==> src/rtl/wb_stage_pkg.sv <==
// wb_stage_pkg: shared widths, CP0 addresses, exception codes and the MEM->WB bus layout
package wb_stage_pkg;
  localparam int MS_TO_WS_BUS_WD = 86;
  localparam int STALL_BUS_WD = 10;
  localparam int FORWARD_BUS_WD = 33;
  localparam logic [7:0] CP0_COUNT = 8'h48;
  localparam logic [7:0] CP0_COMPARE = 8'h58;
  localparam logic [7:0] CP0_STATUS = 8'h60;
  localparam logic [7:0] CP0_CAUSE = 8'h68;
  localparam logic [7:0] CP0_EPC = 8'h70;
  localparam logic [4:0] EXCCODE_INT = 5'h00;
  localparam logic [4:0] EXCCODE_SYS = 5'h08;
  typedef struct packed {
    logic bd;
    logic exc_sys;
    logic eret;
    logic cp0_wen;
    logic res_from_cp0;
    logic [7:0] cp0_addr;
    logic [3:0] gr_we;
    logic [4:0] dest;
    logic [31:0] result;
    logic [31:0] pc;
  } ms_to_ws_t;
endpackage

==> src/rtl/wb_cp0.sv <==
// wb_cp0: CP0 subset (Count, Compare, Status, Cause, EPC), timer and interrupt-pending logic
// ports: clk/resetn; write port wen/addr/wdata; exc/exc_code/eret strobes with bd/pc of the
// retiring instruction; ext_int level lines; rdata (combinational read), epc, int_pending
module wb_cp0
  import wb_stage_pkg::*;
#(
  parameter int COUNT_DIV = 2
) (
  input  logic        clk,
  input  logic        resetn,
  input  logic        wen,
  input  logic [7:0]  addr,
  input  logic [31:0] wdata,
  input  logic        exc,
  input  logic [4:0]  exc_code,
  input  logic        eret,
  input  logic        bd,
  input  logic [31:0] pc,
  input  logic [5:0]  ext_int,
  output logic [31:0] rdata,
  output logic [31:0] epc,
  output logic        int_pending
);
  logic [31:0] count, compare, count_nx, status, cause;
  logic [7:0] im, ip;
  logic [4:0] exccode;
  logic exl, ie, bd_r, ti, tick, inc;
  logic wr_count, wr_compare, wr_status, wr_cause, wr_epc;
  assign wr_count = wen && addr == CP0_COUNT;
  assign wr_compare = wen && addr == CP0_COMPARE;
  assign wr_status = wen && addr == CP0_STATUS;
  assign wr_cause = wen && addr == CP0_CAUSE;
  assign wr_epc = wen && addr == CP0_EPC;
  assign status = {9'd0, 1'b1, 6'd0, im, 6'd0, exl, ie};
  assign cause = {bd_r, ti, 14'd0, ip, 1'b0, exccode, 2'b00};
  assign inc = COUNT_DIV == 1 || tick;
  assign count_nx = wr_count ? wdata : count + {31'd0, inc};
  assign int_pending = |(ip & im) && ie && !exl;
  always_comb begin
    rdata = addr == CP0_COUNT   ? count   :
            addr == CP0_COMPARE ? compare :
            addr == CP0_STATUS  ? status  :
            addr == CP0_CAUSE   ? cause   :
            addr == CP0_EPC     ? epc     : 32'd0;
  end
  always_ff @(posedge clk or negedge resetn) begin
    if (!resetn) begin
      count <= '0;
      compare <= '0;
      tick <= 1'b0;
      im <= '0;
      ip <= '0;
      exl <= 1'b0;
      ie <= 1'b0;
      bd_r <= 1'b0;
      ti <= 1'b0;
      exccode <= '0;
      epc <= '0;
    end else begin
      tick <= ~tick;
      count <= count_nx;
      // IP7 carries the timer alongside ext_int[5]; IP1..0 are the software bits
      ip <= {ext_int[5] | ti, ext_int[4:0], wr_cause ? wdata[9:8] : ip[1:0]};
      // a match is only recognised when Count actually moves, so Count=Compare=0 out of reset stays quiet
      ti <= wr_compare ? 1'b0 : ((wr_count || inc) && count_nx == compare) ? 1'b1 : ti;
      if (wr_compare) compare <= wdata;
      if (wr_status) begin
        im <= wdata[15:8];
        ie <= wdata[0];
      end
      if (exc) begin
        exl <= 1'b1;
        exccode <= exc_code;
        if (!exl) begin
          epc <= bd ? pc - 32'd4 : pc;
          bd_r <= bd;
        end
      end else if (eret) begin
        exl <= 1'b0;
      end else if (wr_status) begin
        exl <= wdata[1];
      end
      if (wr_epc) epc <= wdata;
    end
  end
endmodule

==> src/rtl/wb_stage.sv <==
// wb_stage: write-back stage; retires instructions, hosts CP0, raises flush/redirect on exceptions and ERET
// ports: clk/resetn; ms_to_ws_valid/ms_to_ws_bus in, ws_allowin out; ext_int; rf_we/rf_waddr/rf_wdata;
// stall_ws_bus/forward_ws_bus to ID; flush/flush_pc; debug_wb_* trace
module wb_stage
  import wb_stage_pkg::*;
#(
  parameter logic [31:0] EXC_VECTOR = 32'hBFC00380,
  parameter int COUNT_DIV = 2
) (
  input  logic                       clk,
  input  logic                       resetn,
  input  logic                       ms_to_ws_valid,
  input  logic [MS_TO_WS_BUS_WD-1:0] ms_to_ws_bus,
  output logic                       ws_allowin,
  input  logic [5:0]                 ext_int,
  output logic [3:0]                 rf_we,
  output logic [4:0]                 rf_waddr,
  output logic [31:0]                rf_wdata,
  output logic [STALL_BUS_WD-1:0]    stall_ws_bus,
  output logic [FORWARD_BUS_WD-1:0]  forward_ws_bus,
  output logic                       flush,
  output logic [31:0]                flush_pc,
  output logic [31:0]                debug_wb_pc,
  output logic [3:0]                 debug_wb_rf_wen,
  output logic [4:0]                 debug_wb_rf_wnum,
  output logic [31:0]                debug_wb_rf_wdata
);
  ms_to_ws_t ws;
  logic ws_valid, ws_ready_go, exc, eret_taken, int_pending;
  logic [31:0] cp0_rdata, epc;
  assign ws_ready_go = 1'b1;
  assign ws_allowin = !ws_valid || ws_ready_go;
  always_ff @(posedge clk or negedge resetn) begin
    if (!resetn) begin
      ws_valid <= 1'b0;
      ws <= '0;
    end else if (ws_allowin) begin
      ws_valid <= !flush && ms_to_ws_valid;
      if (ms_to_ws_valid) ws <= ms_to_ws_bus;
    end
  end
  assign exc = ws_valid && (int_pending || ws.exc_sys);
  assign eret_taken = ws_valid && ws.eret && !exc;
  assign flush = exc || eret_taken;
  assign flush_pc = eret_taken ? epc : EXC_VECTOR;
  assign rf_we = {4{ws_valid && !flush}} & ws.gr_we;
  assign rf_waddr = ws.dest;
  assign rf_wdata = ws.res_from_cp0 ? cp0_rdata : ws.result;
  assign stall_ws_bus = {ws_valid && |ws.gr_we, rf_we, ws.dest};
  assign forward_ws_bus = {ws_valid, rf_wdata};
  assign debug_wb_pc = ws.pc;
  assign debug_wb_rf_wen = rf_we;
  assign debug_wb_rf_wnum = rf_waddr;
  assign debug_wb_rf_wdata = rf_wdata;
  // MTC0 carries its source operand in the result field
  wb_cp0 #(.COUNT_DIV(COUNT_DIV)) u_cp0 (
    .clk        (clk),
    .resetn     (resetn),
    .wen        (ws_valid && ws.cp0_wen && !exc),
    .addr       (ws.cp0_addr),
    .wdata      (ws.result),
    .exc        (exc),
    .exc_code   (int_pending ? EXCCODE_INT : EXCCODE_SYS),
    .eret       (eret_taken),
    .bd         (ws.bd),
    .pc         (ws.pc),
    .ext_int    (ext_int),
    .rdata      (cp0_rdata),
    .epc        (epc),
    .int_pending(int_pending)
  );
endmodule
==> config.mk <==
export PLATFORM = sky130hd
export DESIGN_NAME = wb_stage
export DESIGN_NICKNAME = d
export VERILOG_FILES = /design/src/rtl/wb_stage_pkg.sv /design/src/rtl/wb_cp0.sv /design/src/rtl/wb_stage.sv
export SDC_FILE = /design/constraint.sdc
export NUM_CORES = 1
export LEC_CHECK = 0
export BUFFER_PORTS_ARGS = -buffer_cell sky130_fd_sc_hd__buf_2
export CAP_MARGIN = 15
export CELL_PAD_IN_SITES_DETAIL_PLACEMENT = 1
export CELL_PAD_IN_SITES_GLOBAL_PLACEMENT = 1
export CORE_ASPECT_RATIO = 0.75
export CORE_MARGIN = 4
export CORE_UTILIZATION = 35
export DETAILED_ROUTE_END_ITERATION = 10
export PLACE_DENSITY = 0.66
export SYNTH_ARGS = -nofsm -noshare
export SYNTH_HDL_FRONTEND = slang
export SYNTH_SLANG_ARGS = --single-unit
==> constraint.sdc <==
create_clock -name clk -period 8 [get_ports clk]
set_input_delay 1.6 -clock clk [delete_from_list [all_inputs] [get_ports clk]]
set_output_delay 1.6 -clock clk [all_outputs]
set_load 0.01 [all_outputs]
### After elaboration in Yosys (flattened, before gate mapping)

Cells that the tools add are included.

* bits in registers: 209
* output and inout bits: 191
* word-level logic and storage cells: 84

* muxes and demuxes: 18
* add/sub/neg operators: 2
* reductions and logical operators: 29
* equality and inequality tests: 7
* bitwise gates (word level): 5

Operators by type and width (count)
* $mux 32: 12
* $eq 8x7->1 const B: 5
* $add 32x1->32: 1
* $eq 32x32->1: 1
* $sub 32x3->32 const B: 1
* $logic_and 1x1->1: 16
* $and 8x8->8: 1
* $reduce_or 8->1: 1
* $mux 1: 5
* $and 4x4->4: 1
* $mux 4: 1
* $reduce_and 2->1: 2
* $reduce_bool 2->1: 2
* $reduce_or 4->1: 1
* $logic_not 1->1: 3
* $logic_or 1x1->1: 3
* $reduce_bool 3->1: 1
* $ne 2x2->1 const B: 1
* $not 1->1: 2
* $or 1x1->1: 1

### Longest topological paths before layout

Gate-level depths: netlist of the first run.

* depth after elaboration: 14
* depth in mapped cells: 11
* depth with buffers taken out: 10

### Hierarchy

Synthesis of the first run repeated with hierarchy kept, for this count alone.

* cells, all modules: 1308
* area total of the unflattened synthesis: 12856.1 um2

Modules (own cells, without submodules)
* wb_cp0: instances 1, area each 7998.9 um2, cells each 918, sequential area each 3052.9 um2
* wb_stage: instances 1, area each 4857.2 um2, cells each 390, sequential area each 2177.1 um2

### Least setup slack after synthesis of the first run

OpenSTA, ideal clock, no wires.

* path kind: register -> output
* start point: register ws[73] (netlist name)
* end point: output forward_ws_bus[11]
* stages on the path, launching flop included: 9
* required time: 6.400 ns
* data arrival time: 2.176 ns
* path buffers: 2
* path slack: 4.224 ns
* path through: dfrtp_1 > nor4b_4 > and2_1 > nand2_1 > nor2_1 > clkbuf_1 > a22oi_1 > a31oi_1 > buf_4

* cells in the longest elaborated chain, start to end: 7
* elaborated cells between the ends (all ways): 11
* those cells by class: eq/ne: 5; mux: 6

RTL lines
* start, declared: line wb_stage.sv:28 `ms_to_ws_t ws;`
* start signal, assigned: line wb_stage.sv:39 `if (ms_to_ws_valid) ws <= ms_to_ws_bus;`
* $eq 8x7->1: line wb_cp0.sv:44 `addr == CP0_EPC ? epc : 32'd0;`
* $mux 32: line wb_cp0.sv:44
* $mux 32: line wb_cp0.sv:43 `addr == CP0_CAUSE ? cause :`
* $mux 32: line wb_cp0.sv:42 `addr == CP0_STATUS ? status :`
* $mux 32: line wb_cp0.sv:41 `addr == CP0_COMPARE ? compare :`
* $mux 32 (*): line wb_cp0.sv:40 `rdata = addr == CP0_COUNT ? count :`
* $mux 32 (*): line wb_stage.sv:48 `assign rf_wdata = ws.res_from_cp0 ? cp0_rdata : ws.result;`
* end, declared: line wb_stage.sv:20 `output logic [FORWARD_BUS_WD-1:0] forward_ws_bus,`

Every way passes the cells marked *; elsewhere a longest branch is shown, timed or not.

### Worst setup path in the final report of the first run

* start point: register ws[73] (netlist name)
* end point: output forward_ws_bus[17]

Same word-level chain as after synthesis.

==> results of run 1 <==
[worst max-delay path, delay by kind of cell (launching register included)]
| kind | cells | cell delay (ns) |
|---|---|---|
| AOI/OAI and AO/OA | 2 | 0.63 |
| buffers and inverters | 1 | 0.21 |
| DFF | 1 | 0.41 |
| and+or+nand+nor | 4 | 1.63 |
[state kept, by name (all words and copies together), names as in the netlist, 5 cells and up]
register	flops
u_cp0.epc	32
u_cp0.im	8
ws	49
debug_wb_pc	32
debug_wb_rf_wnum	5
u_cp0.ip	8
u_cp0.compare	32
u_cp0.count	32
[cells in the final DEF, fill, tap and decap left out, drive strengths merged, types with 27 or more instances in the layout]
| cell | n |
|---|---|
| nor3 | 30 |
| a222oi | 32 |
| a21oi | 34 |
| a22oi | 27 |
| xnor2 | 39 |
| mux2 | 115 |
| o21ai | 48 |
| inv | 28 |
| dfrtp | 205 |
| nor2 | 87 |
| nand2 | 59 |
| clkbuf | 36 |
| buf | 293 |
| nand3 | 27 |
| and2 | 30 |
[per-layer routing]
metal / routed length (um) / share of wire
met5: 66 / 0.0015
met4: 755 / 0.017
met3: 3990 / 0.092
met2: 18800 / 0.43
met1: 19800 / 0.46
[metrics by stage]
| stage | hold WS (ns) | area (um^2) | instances | setup slack (ns) |
|---|---|---|---|---|
| 6_report | 0.499 | 13800 | 1791 | 2.94 |
| 5_1_grt | 0.509 | 13800 | 1789 | 2.74 |
| 4_1_cts | 0.495 | 13800 | 1789 | 2.97 |
| 3_5_place_dp | 0.485 | 13000 | 1746 | 3.58 |
| 3_3_place_gp | 0.485 | 13000 | 1746 | 3.64 |
| 2_1_floorplan | 0.422 | 12100 | 1194 | 4.22 |
[path summary, 6_finish.rpt]
| path | start | to | slack (ns) | cells after the start |
|---|---|---|---|---|
| worst max-delay path | ws[73] | forward_ws_bus[17] | 2.94 | 7 |
| worst min-delay path | u_cp0.inc | u_cp0.inc | 0.50 | 1 |
| worst max register to register | ws[73] | u_cp0.ti | 4.59 | 8 |
| worst min register to register | u_cp0.inc | u_cp0.inc | 0.50 | 1 |
| max in group asynchronous | resetn | u_cp0.compare[28] | 5.67 | 2 |
| min in group asynchronous | resetn | ws[46] | 1.04 | 1 |
[cell type report]
cell class                      instances  area, um^2
Inverter                               28         105
Tap cell                              450         563
Multi-Input combinational cell        769        5660
Clock inverter                          8        90.1
Clock buffer                           35         712
Timing Repair Buffer                  294        1520
Sequential cell                       205        5130
Antenna cell                            2        5.00
Fill cell                            3888       20000
[logic make-up (layout without fill, tap and decap cells)]
family                     count (synthesis)  after routing
adders and majority gates                  3              3
buffers and inverters                    220            365
xor gates and xnor gates                  63             63
other                                      1              3
and+or+nand+nor                          353            353
muxes                                    118            118
AOI/OAI and AO/OA                        231            231
DFF                                      205            205
[power by group]
| group | leakage, nW | switching, mW | internal, mW | total [mW] |
|---|---|---|---|---|
| registers | 2.58 | 0.221 | 1.18 | 1.40 |
| clock network | 0.400 | 0.466 | 0.651 | 1.12 |
| logic | 3.18 | 0.306 | 0.262 | 0.568 |
| total | 6.17 | 0.993 | 2.09 | 3.08 |
==> metrics.md, run 1 <==
| Metric | Value |
|---|---|
| Status | `completed` |
| CTS Hold Bufs | `0` |
| Die area | `37,600 um^2` |
| Leakage | `6.17 nW` |
| Area Overhead vs Synth | `14.2%` |
| Row Count | `58` |
| Via count | `10,100` |
| Total core area | `33,700 um^2` |
| Met3 Track Usage GR | `0.0706` |
| Die H | `169 um` |
| Final Setup Violations | `0` |
| CTS Buffer Depth | `3` |
| Met2 Track Usage GR | `0.331` |
| Busiest grt layer | `met2` |
| IO Pins | `286` |
| Final hold vios | `0` |
| PD cells | `223 nW/um^2` |
| Top cell type's share of synthesized area | `0.425` |
| Fin Clk Skew | `0.0320 ns` |
| Met1 Use GR | `0.323` |
| EDFF count, synth | `0` |
| Sequential fraction of the synthesis area | `0.425` |
| Gr ovfl total | `0` |
| NumNets Final | `1,420` |
| Mapped Cells | `1,194` |
| Tmin final | `5.06 ns` |
| Hold WC Path Type | `reg -> reg` |
| Vias in the first global route | `10,100` |
| H-tree Lvls | `1` |
| I/O Buffers | `284` |
| Clock transition at path regs | `0.06 ns` |
| Top cells by area, synth | `dfrtp_1 42%, mux2_2 9.0%, buf_4 7.6%, xnor2_1 2.8%, a222oi_1 2.7%` |
| Initial core utilization | `0.358` |
| CP peak stage delay | `0.78 ns` |
| Async S/R FF share, synth | `1.00` |
| 1st-pass router iterations | `8` |
| Drt initial violations | `953` |
| Crit path kind | `reg -> out` |
| Avg Vias per Cell | `5.64` |
| Period Utilization, post-route | `0.632` |
| Later-pin clock latency in the skew report | `0.56 ns` |
| Mux cell area share after synthesis | `0.110` |
| Yosys cell types | `83` |
| Pins over their slew limit | `0` |
| Largest net degree at the start of global routing | `149` |
| Relative slew slack | `0.249` |
| HPWL Detailed | `32,200 um` |
| Slowest-stage cell, CP | `nor2_4` |
| Data arrival, critical path | `3.46 ns` |
| Yosys warns | `0` |
| Final Routed Wirelength | `43,400 um` |
| Max Cap Violations | `0` |
| GP Congestion | `0.917` |
| Worst Path Max Fanout | `32` |
| Post-synth top cells | `205 x dfrtp_1, 123 x buf_4, 96 x mux2_2` |
| Compound-Gate Fraction of Synth Area | `0.142` |
| CTS root buf | `clkbuf_16` |
| Tot GR Track Use | `0.222` |
| Setup_tns | `0 ns` |
| Initial antenna violation count | `8` |
| Worst Path Required | `6.40 ns` |
| Wire per inst | `24.2 um` |
| Largest family of logic cells by synthesized area | `simple AND/OR/NAND/NOR gates` |
| Critical Path End Type | `output pin` |
| DRT antenna net count | `0` |
| Clock sinks | `205` |
| First-pass GRT wire length | `65,000 um` |
| # DRC | `0` |
| Post-synthesis instance area | `12,100 um^2` |
| TritonCTS Buffers | `24` |
| Setup Buffers After CTS | `0` |
| Final cell utilization of the core | `0.409` |
| CTS tree | `done` |
| Post-Synth XOR/XNOR Area | `0.0492` |
| Die width | `222 um` |
| Synth Area in Adders | `0.00311` |
| Worst Tran Pin Value | `1.12 ns` |
| Number of synthesized register bits | `205` |
| Worst path cell trace | `nor4b_4, and2_1, nand2_1, nor2_4, a222oi_1, a21oi_1, buf_2` |
| Avg Cell Area, Syn | `10.1 um^2` |
| Worst-case vdd ir drop | `0.000118 V` |
| RSZ-0062 raised after global routing | `no` |
| FMAX | `198 MHz` |
| Most common cell in the netlist | `dfrtp_1` |
| Synth Area in Simple Gates | `0.161` |
| CP startpoint kind | `flop` |
| Post-CTS Resized | `0` |
| Biggest area consumer among synthesized cells | `dfrtp_1` |
| Total power | `3.08 mW` |
| Post-Syn Nets | `1,292` |
| Ys flop type | `dfrtp_1` |
| Layout cell share with drive strength beyond 1 | `0.353` |
Note: power is estimated with default switching activity, not from simulation.
==> inputs of run 2 (changes only) <==
--- a/config.mk
+++ b/config.mk
@@ -13,7 +13,7 @@
 export CORE_MARGIN = 4
 export CORE_UTILIZATION = 35
 export DETAILED_ROUTE_END_ITERATION = 10
-export PLACE_DENSITY = 0.66
+export PLACE_DENSITY = 0.68
 export SYNTH_ARGS = -nofsm -noshare
 export SYNTH_HDL_FRONTEND = slang
 export SYNTH_SLANG_ARGS = --single-unit
==> constraint.sdc (replaced) <==
create_clock -name clk -period 4.1 [get_ports clk]
set_input_delay 0.82 -clock clk [delete_from_list [all_inputs] [get_ports clk]]
set_output_delay 0.82 -clock clk [all_outputs]
set_load 0.01 [all_outputs]
==> run 2 against run 1 <==
Effect of this change:
- setup slack lost 2.7 ns
- clock-buffer cell count grew 3
- sequential cell count is the same
- via count grew 1.8%
- die area is the same
- wire length grew 1.8%
- final cell count grew 0.89%
- sequential power grew 95%
- sequential share of layout area shrank 0.24 points
- cell area grew 0.66%
- clock skew shrank 0.016 ns
==> metrics.md, run 2 (same netlist as run 1, synthesis figures left out) <==
| Metric | Value |
|---|---|
| Status | `completed` |
| HPWL Detailed | `33,600 um` |
| CTS Buffer Depth | `3` |
| Tmin final | `3.83 ns` |
| First-pass GRT wire length | `66,600 um` |
| Setup_tns | `0 ns` |
| Avg Vias per Cell | `5.69` |
| Tot GR Track Use | `0.227` |
| Clock sinks | `205` |
| TritonCTS Buffers | `23` |
| Wire per inst | `24.5 um` |
| CTS tree | `done` |
| FMAX | `261 MHz` |
| Leakage | `6.25 nW` |
| Row Count | `58` |
| CTS root buf | `clkbuf_16` |
| Pins over their slew limit | `0` |
| RSZ-0062 raised after global routing | `no` |
| # DRC | `0` |
| I/O Buffers | `284` |
| Period Utilization, post-route | `0.934` |
| Drt initial violations | `1,028` |
| Gr ovfl total | `0` |
| Critical Path End Type | `output pin` |
| Most frequent cells in the layout | `282 x buf_2, 204 x dfrtp_1, 96 x mux2_2` |
| Worst Tran Pin Value | `0.873 ns` |
| Total core area | `33,700 um^2` |
| Worst path cell trace | `a22o_1, o41ai_2, nand2b_1, o21a_1, nor2b_1, and2_1, buf_2` |
| Relative slew slack | `0.418` |
| CTS Hold Bufs | `0` |
| Largest Register | `ws` |
| Vias in the first global route | `10,400` |
| Final Setup Violations | `0` |
| Max Cap Violations | `0` |
| Worst Path Max Fanout | `14` |
| IO Pins | `286` |
| Layout cell share with drive strength beyond 1 | `0.359` |
| Data arrival, critical path | `3.01 ns` |
| CP peak stage delay | `0.45 ns` |
| Final hold vios | `0` |
| Final cell utilization of the core | `0.411` |
| Final Routed Wirelength | `44,200 um` |
| CP startpoint kind | `flop` |
| Setup Buffers After CTS | `0` |
| Total power | `5.98 mW` |
| Largest net degree at the start of global routing | `88` |
| Later-pin clock latency in the skew report | `0.53 ns` |
| Die width | `222 um` |
| Die area | `37,600 um^2` |
| 1st-pass router iterations | `6` |
| Initial antenna violation count | `5` |
| Max reg flops | `49` |
| Worst-case vdd ir drop | `0.000331 V` |
| Commonest non-fill, non-tap cell in the layout | `buf_2` |
| Filler cells | `3,870` |
| Slowest-stage cell, CP | `nand2b_1` |
| Setup ws final | `0.271 ns` |
| Min Hold Slack | `0.352 ns` |
| DRT antenna net count | `0` |
| PD cells | `431 nW/um^2` |
| Area Overhead vs Synth | `15.0%` |
| GP Congestion | `0.924` |
| Worst Path Required | `3.28 ns` |
| Crit path kind | `reg -> out` |
| H-tree Lvls | `1` |
| NumNets Final | `1,437` |
| Initial core utilization | `0.358` |
| Placement Setup Slack | `0.817 ns` |
| Post-CTS Resized | `0` |
| Die H | `169 um` |
| Fin Clk Skew | `0.0156 ns` |
| Hold WC Path Type | `in -> async` |
| Clock transition at path regs | `0.06 ns` |
| Via count | `10,300` |
run 2: changes by cell type in the layout (fill, tap and decap cells not counted), sizes merged:
cell and delta:
clkbuf +3, bufinv -1, diode -1, inv +1, clkinv -4, buf +18
run 2: worst paths after layout:
check	startpoint	endpoint	slack, ns	cells after the start
setup reg to reg	u_cp0.ip[4]	u_cp0.compare[18]	0.80	6
setup / recovery	u_cp0.ip[4]	stall_ws_bus[6]	0.27	7
hold / removal	resetn	u_cp0.ip[6]	0.35	1
max in group asynchronous	resetn	u_cp0.count[21]	2.85	2
min in group clk	ext_int[4]	u_cp0.ip[6]	0.41	1
hold reg to reg	u_cp0.inc	u_cp0.inc	0.52	1
run 2: where the power goes:
group / total (mW) / switching (mW) / leakage (nW) / internal, mW
sequential: 2.73 / 0.436 / 2.58 / 2.29
clock: 2.13 / 0.884 / 0.390 / 1.25
combinational: 1.12 / 0.602 / 3.28 / 0.520
run 2: layout make-up:
| class | count | area (um^2) | area share |
|---|---|---|---|
| antenna | 1 | 2.50 | 0.000180 |
| clock buffer | 38 | 752 | 0.0542 |
| clock inverter | 4 | 23.8 | 0.00171 |
| inverter | 28 | 105 | 0.00757 |
| multi-input combinational | 769 | 5640 | 0.406 |
| sequential | 205 | 5130 | 0.370 |
| tap | 450 | 563 | 0.0406 |
| timing repair buffer | 312 | 1670 | 0.120 |
run 2: worst max-delay path: cells and delay by family, from the launching register on:
family                 cells  cell delay (ns)
AO/OA/AOI/OAI              3             1.05
buffers and inverters      1             0.16
flip-flops                 1             0.38
AND/OR/NAND/NOR            3             0.87
run 2: per-stage QoR:
step | std cells | area (um^2)
global placement | 1764 | 13100
CTS | 1806 | 13900
floorplan | 1194 | 12100
finish | 1807 | 13900
detailed placement | 1764 | 13100
global route | 1806 | 13900
run 2: per-layer routing:
layer / GRT usage / vias to the layer above / routed length (um)
met3: 0.0565 / 71 / 3890
met5: 0 / - / 43
met2: 0.345 / 423 / 19400
met4: 0.0522 / 8 / 942
li1: - / 4534 / -
met1: 0.329 / 5250 / 20000
==> inputs of run 3 (changes only) <==
--- a/config.mk
+++ b/config.mk
@@ -5,6 +5,7 @@
 export SDC_FILE = /design/constraint.sdc
 export NUM_CORES = 1
 export LEC_CHECK = 0
+export ABC_AREA = 1
 export BUFFER_PORTS_ARGS = -buffer_cell sky130_fd_sc_hd__buf_2
 export CAP_MARGIN = 15
 export CELL_PAD_IN_SITES_DETAIL_PLACEMENT = 1
@@ -13,7 +14,7 @@
 export CORE_MARGIN = 4
 export CORE_UTILIZATION = 35
 export DETAILED_ROUTE_END_ITERATION = 10
-export PLACE_DENSITY = 0.68
+export PLACE_DENSITY = 0.73
 export SYNTH_ARGS = -nofsm -noshare
 export SYNTH_HDL_FRONTEND = slang
 export SYNTH_SLANG_ARGS = --single-unit
==> run 3 against run 2 <==
Effect of this change:
- die area grew 3.5%
- critical path depth grew 5
- synthesized cell count grew 45%
- worst hold slack lost 0.0083 ns
- sequential cell count is the same
- setup slack gained 0.065 ns
- utilization is essentially flat
- clock skew shrank 0.0021 ns
- critical path type unchanged
- power grew 1.6%
- sequential share of layout area shrank 1.3 points
- area after synthesis grew 3.7%
- critical endpoint is now debug_wb_rf_wdata[11]
==> metrics.md, run 3 <==
| Metric | Value |
|---|---|
| Status | `completed` |
| CTS root buf | `clkbuf_16` |
| Combinational power share | `0.212` |
| Sw frac | `0.333` |
| Post-Syn Nets | `1,831` |
| TritonCTS Buffers | `25` |
| P_int | `4.05 mW` |
| Mapped Cells | `1,733` |
| WL met2 | `20,900 um` |
| Biggest area consumer among synthesized cells | `dfrtp_1` |
| NumNets Final | `1,980` |
| Top cells by area, synth | `dfrtp_1 41%, nand2_1 15%, buf_4 7.6%, inv_1 6.4%, o21ai_0 6.1%` |
| Part of the power in the clock network | `0.375` |
| I/O Buffers | `284` |
| Dpl cell area | `13,600 um^2` |
| DRT antenna net count | `0` |
| Post-synthesis instance area | `12,500 um^2` |
| Via count | `12,100` |
| Avg Vias per Cell | `5.14` |
| Most common cell in the netlist | `nand2_1` |
| Critical Path End Type | `output pin` |
| Tmin final | `3.76 ns` |
| Die width | `226 um` |
| Setup_tns | `0 ns` |
| Storage cell area | `5130 um^2` |
| Max Cap Violations | `0` |
| H-tree Lvls | `1` |
| Tot GR Track Use | `0.243` |
| CTS Buffer Depth | `3` |
| FMAX | `266 MHz` |
| EDFF count, synth | `0` |
| Pins over their slew limit | `0` |
| Switching power | `2.02 mW` |
| Commonest non-fill, non-tap cell in the layout | `nand2_1` |
| IO Pins | `286` |
| PD cells | `422 nW/um^2` |
| Clock sinks | `205` |
| Die area | `38,900 um^2` |
| Layout cell share with drive strength beyond 1 | `0.208` |
| Initial core utilization | `0.358` |
| HPWL Detailed | `36,600 um` |
| Worst Tran Pin Value | `0.875 ns` |
| Largest Register | `ws` |
| Ys flop type | `dfrtp_1` |
| Top cell type's share of synthesized area | `0.410` |
| Worst Path Required | `3.28 ns` |
| Met1 Wirelength | `23,200 um` |
| CTS Hold Bufs | `0` |
| Number of synthesized register bits | `205` |
| Design area | `14,400 um^2` |
| Yosys cell types | `45` |
| Final hold vios | `0` |
| Sequential fraction of the synthesis area | `0.410` |
| Avg Cell Area, Syn | `7.22 um^2` |
| Top Layer Used | `met4` |
| Data arrival, critical path | `2.94 ns` |
| Leakage | `7.40 nW` |
| First-pass GRT wire length | `73,600 um` |
| Row Count | `59` |
| Clock transition at path regs | `0.06 ns` |
| Post-synth top cells | `513 x nand2_1, 213 x inv_1, 205 x dfrtp_1` |
| CTS tree | `done` |
| Drt initial violations | `960` |
| Worst-case vdd ir drop | `0.000242 V` |
| Final Setup Violations | `0` |
| Wire per inst | `20.4 um` |
| # DRC | `0` |
| Largest net degree at the start of global routing | `90` |
| Gr ovfl total | `0` |
| Max reg flops | `49` |
| Most frequent cells in the layout | `512 x nand2_1, 282 x buf_2, 213 x inv_1` |
| GP Congestion | `0.911` |
| RSZ-0062 raised after global routing | `no` |
| Hold WC Path Type | `in -> async` |
| Filler cells | `4,505` |
| Area of the multi-input gates | `5350 um^2` |
| Met3 wire len | `2540 um` |
| Register share of total power | `0.413` |
| Async S/R FF share, synth | `1.00` |
| Crit path kind | `reg -> out` |
| Worst Path Max Fanout | `11` |
| Yosys warns | `0` |
| Die H | `172 um` |
| Setup Buffers After CTS | `0` |
| Fin Clk Skew | `0.0134 ns` |
| Total core area | `35,000 um^2` |
| Area Overhead vs Synth | `15.0%` |
| N_diodes | `0` |
| Vias in the first global route | `12,300` |
| Period Utilization, post-route | `0.918` |
| Final Routed Wirelength | `48,000 um` |
| Relative slew slack | `0.416` |
| Initial antenna violation count | `0` |
| Later-pin clock latency in the skew report | `0.54 ns` |
| 1st-pass router iterations | `5` |
| CP startpoint kind | `flop` |
## run 3: final timing paths
path | cells past startpoint | to | slack (ns) | from
max in group asynchronous | 2 | u_cp0.inc | 2.82 | resetn
setup reg to reg | 18 | u_cp0.ti | 1.05 | u_cp0.im[5]
hold reg to reg | 1 | u_cp0.inc | 0.47 | u_cp0.inc
min in group clk | 1 | u_cp0.ip[6] | 0.40 | ext_int[4]
setup / recovery | 12 | debug_wb_rf_wdata[11] | 0.34 | ws[79]
hold / removal | 1 | u_cp0.ip[1] | 0.34 | resetn
## run 3: logic make-up (layout without fill, tap and decap cells)
kind of cell | Yosys count | count (layout) | share of synthesized area
compound gates | 259 | 259 | 0.121
xor+xnor | 34 | 34 | 0.0238
fa+ha+maj | 3 | 3 | 0.00300
buf+inv | 411 | 578 | 0.164
flops | 205 | 205 | 0.410
other cells | 1 | 1 | 0.000300
simple gates | 820 | 820 | 0.277
## run 3: final cells by class
| cell class | instances | share of cell area |
|---|---|---|
| Clock buffer | 39 | 0.0534 |
| Clock inverter | 6 | 0.00426 |
| Inverter | 222 | 0.0579 |
| Multi-Input combinational cell | 1117 | 0.371 |
| Sequential cell | 205 | 0.356 |
| Tap cell | 457 | 0.0397 |
| Timing Repair Buffer | 311 | 0.117 |
## run 3: through the flow
step / worst slack [ns] / cells / hold slack [ns] / utilization / total power [mW]
after CTS: 0.167 / 2357 / 0.376 / 0.411 / 6.13
after global routing: 0.0147 / 2357 / 0.389 / 0.411 / 6.38
after detailed placement: 0.754 / 2312 / 0.463 / 0.388 / 3.83
final: 0.336 / 2357 / 0.343 / 0.411 / 6.08
after floorplan: 1.15 / 1733 / 0.414 / - / 3.35
after global placement: 0.810 / 2312 / 0.437 / 0.388 / 3.80
## run 3: power by group through the flow
stage	Combinational [mW]	Sequential [mW]	Clock [mW]
6_report	1.29	2.51	2.28
5_1_grt	1.44	2.54	2.40
4_1_cts	1.31	2.50	2.32
3_5_place_dp	1.30	2.54	0
3_3_place_gp	1.27	2.53	0
2_1_floorplan	0.887	2.46	0
## run 3: critical path, cell delays in order (launching register included)
cell and delay [ns]:
dfrtp_1 0.39, inv_1 0.08, nor2_1 0.06, inv_1 0.10, nor3_1 0.09, nand2_2 0.26, buf_4 0.26, nor2_1 0.06
a221oi_1 0.35, o21ai_0 0.18, o22ai_1 0.30, inv_1 0.13, buf_2 0.16
## run 3: timing repair
item | in CTS | in global routing
resized for setup | 0 | 3
endpoints found under the setup margin | 0 | 42
hold endpoints to repair | 0 | 0
## run 3: routing by layer
metal / vias up / GRT usage
li1: 5719 / -
met1: 5945 / 0.356
met2: 387 / 0.376
met3: 64 / 0.0380
met4: 0 / 0.0661
met5: - / 0
